**src/rtl/edge_event_arbiter.sv**
```systemverilog
// Edge event arbiter: detects enabled rising/falling edges per channel, holds one
// pending event per channel and presents them one at a time via a valid/ready
// handshake with round-robin channel selection.
module edge_event_arbiter #(
    parameter int NUM_CH = 4,
    parameter int CH_W   = $clog2(NUM_CH)
) (
    input  logic              clk,
    input  logic              reset,
    input  logic [NUM_CH-1:0] a_i,
    input  logic [NUM_CH-1:0] rise_en_i,
    input  logic [NUM_CH-1:0] fall_en_i,
    input  logic              evt_ready_i,
    input  logic              ovf_clr_i,
    output logic              evt_valid_o,
    output logic [CH_W-1:0]   evt_ch_o,
    output logic              evt_rise_o,
    output logic [NUM_CH-1:0] pend_o,
    output logic [NUM_CH-1:0] ovf_o
);

    typedef enum logic [0:0] {StIdle, StValid} state_t;

    state_t            state;
    state_t            state_next;
    logic [NUM_CH-1:0] a_ff;
    logic [NUM_CH-1:0] pend;
    logic [NUM_CH-1:0] pend_next;
    logic [NUM_CH-1:0] ptype;
    logic [NUM_CH-1:0] ptype_next;
    logic [NUM_CH-1:0] ovf;
    logic [NUM_CH-1:0] ovf_next;
    logic [NUM_CH-1:0] rise;
    logic [NUM_CH-1:0] fall;
    logic [CH_W-1:0]   last_grant;
    logic [CH_W-1:0]   win;
    logic [CH_W-1:0]   evt_ch;
    logic              evt_rise;
    logic              win_found;
    logic              load;

    // Enabled edge detection against last cycle's level.
    always_comb begin
        rise = ~a_ff & a_i & rise_en_i;
        fall = a_ff & ~a_i & fall_en_i;
    end

    // Round-robin search starting one past the last granted channel.
    always_comb begin
        win       = '0;
        win_found = 1'b0;
        for (int i = 1; i <= NUM_CH; i++) begin
            if (!win_found && pend[(int'(last_grant) + i) % NUM_CH]) begin
                win       = CH_W'((int'(last_grant) + i) % NUM_CH);
                win_found = 1'b1;
            end
        end
        // The output register can take a new event when empty or being drained.
        load = win_found && (state == StIdle || evt_ready_i);
    end

    // Pending slot and overflow update; a new edge on the channel being loaded refills it.
    always_comb begin
        pend_next  = pend;
        ptype_next = ptype;
        ovf_next   = ovf_clr_i ? '0 : ovf;
        for (int c = 0; c < NUM_CH; c++) begin
            if (load && win == CH_W'(c)) begin
                pend_next[c] = 1'b0;
            end
            if (rise[c] || fall[c]) begin
                if (!pend[c] || (load && win == CH_W'(c))) begin
                    pend_next[c]  = 1'b1;
                    ptype_next[c] = rise[c];
                end else begin
                    ovf_next[c] = 1'b1;
                end
            end
        end
    end

    // Handshake FSM next state.
    always_comb begin
        state_next = state;
        unique case (state)
            StIdle:  if (load) state_next = StValid;
            StValid: if (evt_ready_i && !load) state_next = StIdle;
            default: state_next = StIdle;
        endcase
    end

    // State, pending slots and output registers.
    always_ff @(posedge clk or posedge reset) begin
        if (reset) begin
            state      <= StIdle;
            a_ff       <= '0;
            pend       <= '0;
            ptype      <= '0;
            ovf        <= '0;
            evt_ch     <= '0;
            evt_rise   <= 1'b0;
            last_grant <= CH_W'(NUM_CH - 1);
        end else begin
            state <= state_next;
            a_ff  <= a_i;
            pend  <= pend_next;
            ptype <= ptype_next;
            ovf   <= ovf_next;
            if (load) begin
                evt_ch     <= win;
                evt_rise   <= ptype[win];
                last_grant <= win;
            end
        end
    end

    assign evt_valid_o = (state == StValid);
    assign evt_ch_o    = evt_ch;
    assign evt_rise_o  = evt_rise;
    assign pend_o      = pend;
    assign ovf_o       = ovf;

endmodule

```
**config.mk**
```make
export PLATFORM = sky130hd
export DESIGN_NAME = edge_event_arbiter
export DESIGN_NICKNAME = d
export VERILOG_FILES = /design/src/rtl/edge_event_arbiter.sv
export SDC_FILE = /design/constraint.sdc
export NUM_CORES = 1
export LEC_CHECK = 0
export BUFFER_PORTS_ARGS = -buffer_cell sky130_fd_sc_hd__buf_2
export CORE_UTILIZATION = 51
export DETAILED_ROUTE_END_ITERATION = 16
export HOLD_SLACK_MARGIN = 0.06
export MAX_ROUTING_LAYER = met4
export PLACE_DENSITY = 0.81
export SETUP_SLACK_MARGIN = 0.4
export SYNTH_ARGS = -nofsm -noshare
export SYNTH_HDL_FRONTEND = slang
export SYNTH_SLANG_ARGS = --single-unit
export TNS_END_PERCENT = 30
```
**constraint.sdc**
```tcl
create_clock -name clk -period 2.35 [get_ports clk]
set_input_delay 0.5875 -clock clk [delete_from_list [all_inputs] [get_ports clk]]
set_output_delay 0.5875 -clock clk [all_outputs]
set_load 0.005 [all_outputs]
```
* Word level (Yosys, flattened, before mapping)
Index checks and enable logic that the tools add are counted.
** Word-level totals
- Register bits after elaboration :: 22
- Output and inout port bits :: 12
- Logic and storage cells :: 115
- Bits of input ports :: 16
** Cells by class
- Eq/ne operators :: 3
- $lt $le $gt $ge :: 5
- Add/sub/neg operators :: 4
- Bitwise logic cells :: 11
- Multiplexer cells :: 46
- Reductions and logical operators :: 35
** Operators by type and width (number)
- $mux W1 :: 35
- $and A4 B4 Y4 :: 4
- $lt A3 B4 Y1 const B :: 4
- $bmux W1 S2 :: 5
- $logic_and A1 B1 Y1 :: 9
- $logic_or A1 B1 Y1 :: 9
- $logic_not A1 Y1 :: 8
- $mux W2 :: 4
- $not A4 Y4 :: 2
- $reduce_and A2 Y1 :: 4
- $reduce_or A2 Y1 :: 4
- $add A2 B1 Y2 const B :: 2
- $add A2 B2 Y2 const B :: 2
- $and A1 B1 Y1 const A :: 4
- $eq A2 B2 Y1 const B :: 2
- $mux W4 :: 1
- $lt A2 B3 Y1 const B :: 1
- $eq A2 B1 Y1 const B :: 1
- $logic_not A2 Y1 :: 1
- $pmux W1 S2 :: 1
- $not A1 Y1 :: 1

* Logic depth before layout (Yosys ltp)
- Word-level depth :: 21
- Gate-level depth with buffers :: 7
- Mapped depth without buffers :: 5

* Worst setup path before layout
No wires, ideal clock.
- Path type :: input to register
- From :: input evt_ready_i
- To :: register ptype[2]
- Setup time :: 0.124 ns
- Required time :: 2.226 ns
- Data arrival time :: 1.714 ns
- Path buffers :: 2
- Setup slack :: 0.512 ns
- Stages on the path :: 7
- Path through :: nor2b_1 > or2_1 > buf_4 > nand2b_2 > buf_6 > o211a_1 > a211o_1
** Between the ends
- Cells in the longest elaborated chain, start to end :: 5
** Ends and longest elaborated chain
- start, declared :: RTL line 13 : input logic evt_ready_i,
- $logic_or A1 B1 Y1 :: RTL line 59 : load = win_found && (state == StIdle || evt_ready_i);
- $logic_and A1 B1 Y1 :: RTL line 59
- $logic_and A1 B1 Y1 :: RTL line 72 : if (!pend[c] || (load && win == CH_W'(c))) begin
- $logic_or A1 B1 Y1 :: RTL line 72
- $reduce_and A2 Y1 (no source line)
- end signal, assigned :: RTL line 107 : ptype <= ptype_next;
- end, declared :: RTL line 29 : logic [NUM_CH-1:0] ptype;
No other way between the ends.
A chain may end at the register's enable or synchronous reset.

* Final worst setup path
- From :: register last_grant[0]
- To :: register ovf[0] (netlist: ovf_o[0])
** Between the ends
- Cells in the longest elaborated chain, start to end :: 19
- Elaborated cells on any way between the ends :: 36
- Classes of those cells :: add/sub: 4; mux: 22; reduce/logical: 10
** Ends and longest elaborated chain
- start, declared :: RTL line 35 : logic [CH_W-1:0] last_grant;
- start signal, assigned :: RTL line 102 : last_grant <= CH_W'(NUM_CH - 1);
- start signal, assigned :: RTL line 112 : last_grant <= win;
- $add A2 B1 Y2 :: RTL line 53, 54
- $bmux W1 S2 :: RTL line 53 : if (!win_found && pend[(int'(last_grant) + i) % NUM_CH]) begin
- $mux W1 (not written as such) (2 in a row) :: RTL line 53
- $mux W1 :: RTL line 53
- $logic_not A1 Y1 :: RTL line 53
- $logic_and A1 B1 Y1 :: RTL line 53
- $mux W1 :: RTL line 53
- $logic_not A1 Y1 :: RTL line 53
- [... 3 more ...]
- $logic_and A1 B1 Y1 :: RTL line 53
- $mux W2 or $mux W1 (tied branches) :: RTL line 53
- $logic_not A2 Y1 or $logic_and A1 B1 Y1 (tied branches) :: RTL line 72, 59
- $logic_and A1 B1 Y1 (*) :: RTL line 72
- $logic_or A1 B1 Y1 (*) :: RTL line 72
- $mux W1 (*) :: RTL line 72
- $mux W1 (*) :: RTL line 71 : if (rise[c] || fall[c]) begin
- net ovf_next[0] :: RTL line 32 : logic [NUM_CH-1:0] ovf_next;
- end signal, assigned :: RTL line 108 : ovf <= ovf_next;
- end, declared :: RTL line 31 : logic [NUM_CH-1:0] ovf;
Mark *: on every way through the listed nets, which the timed path passes. The rest lies on a longest branch. The select of a mux whose other input is x is not followed.

==> flow_metrics.env <==
export IMPL_status="completed"
export IMPL_insertion_delay_ns=0.30
export IMPL_crit_path_start_kind="register"
export IMPL_drv_slew=0
export IMPL_worst_pin_slew_ns=0.421
export IMPL_synth_seq_cells=22
export IMPL_grt_use_met3_pct=3.40
export IMPL_num_vias=875
export IMPL_synth_avg_cell_area_um2=10.1
export IMPL_cts_tree="yes"
export IMPL_hold_path_class="in -> async"
export IMPL_fin_tns_setup_ns=0
export IMPL_mostFrequentLayoutCells="buf_2 (27), dfrtp_1 (20), nand2_1 (13)"
export IMPL_rows=16
export IMPL_slew_headroom_pct=71.9
export IMPL_synthesis_instances=105
export IMPL_cts_buffers=3
export IMPL_yosysUniqueCellTypes=38
export IMPL_rsz0062_at_grt="true"
export IMPL_yosysSeqAreaShare_pct=51.9
export IMPL_num_antenna_cells=0
export IMPL_fin_crit_ns=1.96
export IMPL_syn_area_um2=1060
export IMPL_overflow=0
export IMPL_utilization_pct=65.7
export IMPL_path_class="reg -> reg"
export IMPL_grt_start_max_net_pins=23
export IMPL_p_leak_nw=0.616
export IMPL_path_clk_slew_ns=0.12
export IMPL_place_congestion=0.847
export IMPL_die_width_um=47.7
export IMPL_die_area_um2=2270
export IMPL_mostFrequentLayoutCell="buf_2"
export IMPL_critPathMaxFanout=4
export IMPL_max_freq_ghz=0.509
export IMPL_fin_crit_sh_pct=83.6
export IMPL_finalHoldViolCount=0
export IMPL_drc=0
export IMPL_antenna_found_initial=0
export IMPL_dp_hpwl_mm=1.54
export IMPL_syn_num_nets=121
export IMPL_grt_busiest_layer="met2"
export IMPL_final_nets=153
export IMPL_grt_pass1_vias=705
export IMPL_setup_viol=0
export IMPL_initialDrtViolationCount=13
export IMPL_ir_drop_mv=0.572
export IMPL_drtPass1Iterations=4
export IMPL_start_util_pct=54.3
export IMPL_wl_per_cell_um=12.4
export IMPL_die_y_um=47.7
export IMPL_grt_util_all_layers_pct=20.2
export IMPL_detail_route_wirelength_mm=2.02
export IMPL_area_growth_pct=21.0
export IMPL_port_buffers=27
export IMPL_synth_edf_count=0
export IMPL_synth_flop_cell="dfrtp_1"
export IMPL_cts_sinks=22
export IMPL_required_ns=2.53
export IMPL_routed_via_density=5.37
export IMPL_synth_warnings=0
export IMPL_grt_util_met1_pct=25.4
export IMPL_htree_levels=1
export IMPL_gr_usage_met2_pct=31.6
export IMPL_ant_nets=0
export IMPL_pin_count=28
export IMPL_skew_ns=0.00518
export IMPL_grt_pass1_wl_mm=3.03
export IMPL_drv_cap=0
export IMPL_clockBufferDepth=2
export IMPL_coreArea_um2=1960
export IMPL_root_buffer="clkbuf_4"
export IMPL_critical_path_arrival_ns=2.14
export IMPL_ys_async_sr_fraction_pct=100
export IMPL_p_per_area_nw_per_um2=1250
export IMPL_end_kind="register"
export IMPL_drive_above_1_share_pct=29.4
==> critical path: stages (launching register included) <==
cell and delay (ns):
dfstp_2 0.57, nand2b_1 0.18, a21boi_1 0.13, or3_1 0.42
o31ai_1 0.38, o22ai_1 0.16
==> path summary, 6_finish.rpt <==
kind / from / end / slack [ns] / cells past startpoint
min reg2reg: evt_ch_o[1]$_DFFE_PP0P_ / evt_ch_o[1]$_DFFE_PP0P_ / 0.49 / 2
min in group clk: a_i[2] / a_ff[2]$_DFF_PP0_ / 0.41 / 1
min: reset / ptype[3]$_DFFE_PP0P_ / 0.29 / 3
max reg2reg: last_grant[0]$_DFFE_PP1P_ / ovf_o[0]$_DFF_PP0_ / 0.39 / 5
max in group asynchronous: reset / last_grant[0]$_DFFE_PP1P_ / 1.79 / 3
max: last_grant[0]$_DFFE_PP1P_ / ovf_o[0]$_DFF_PP0_ / 0.39 / 5
==> final cells by class <==
type | instances | area (um^2)
multi-input combinational | 71 | 462
timing repair buffer | 29 | 150
clock buffer | 3 | 22.5
clock inverter | 1 | 30.0
inverter | 10 | 37.5
tap | 27 | 33.8
sequential | 22 | 553
fill | 172 | 673
==> synthesized netlist by cell type, types with 2 or more instances <==
cell type / instances / share of area [%]
o211ai_1: 3 / 2.1
nor3_1: 4 / 1.9
nor2_1: 7 / 2.5
inv_1: 10 / 3.5
nand3b_1: 2 / 1.4
dfrtp_1: 20 / 47
nand2_1: 13 / 4.6
nand2b_1: 3 / 1.8
a21oi_1: 2 / 0.94
o31ai_1: 2 / 1.4
a31oi_1: 4 / 2.3
a21o_1: 2 / 1.4
o22ai_1: 4 / 2.3
o21ai_0: 2 / 0.94
dfstp_2: 2 / 4.9
mux2i_1: 2 / 1.9
a211o_1: 2 / 1.6
==> report_power, final <==
part / leakage [nW] / switching [mW] / internal [mW]
sequential: 0.248 / 0.128 / 0.515
clock: 0.0279 / 0.113 / 0.172
combinational: 0.340 / 0.365 / 0.315
==> flip-flops by register name, indices dropped and copies added (netlist names) <==
register	count
ptype	4
last_grant	2
evt_ch_o	2
pend_o	4
ovf_o	4
evt_valid_o	1
a_ff	4
evt_rise_o	1
==> cell families after synthesis <==
family | share of synthesized area, %
and+or+nand+nor | 20.7
AOI/OAI and AO/OA | 20.2
DFF | 51.9
buffers and inverters | 5.29
muxes | 1.88
==> metrics by stage <==
stage / instances / hold slack (ns) / setup WS, ns / instance area (um^2) / total power [mW]
global route: 163 / 0.295 / 0.298 / 1290 / 1.72
detailed placement: 159 / 0.459 / 0.400 / 1230 / 1.31
global placement: 159 / 0.455 / 0.460 / 1230 / 1.28
floorplan: 105 / 0.453 / 0.512 / 1060 / 1.12
CTS: 163 / 0.289 / 0.395 / 1290 / 1.62
finish: 163 / 0.285 / 0.386 / 1290 / 1.61
==> metal layers <==
metal / up-vias / routed length [um]
met4: 0 / 38
li1: 436 / -
met3: 4 / 57
met1: 417 / 947
met5: - / 0
met2: 18 / 976
==> what timing repair did <==
item	in CTS	in global routing
setup endpoints to repair	1	8
hold endpoints to repair	0	0
resized for setup	1	1
buffers inserted	0	0
hold buffers	0	0
(Power assumes the default switching activity.)
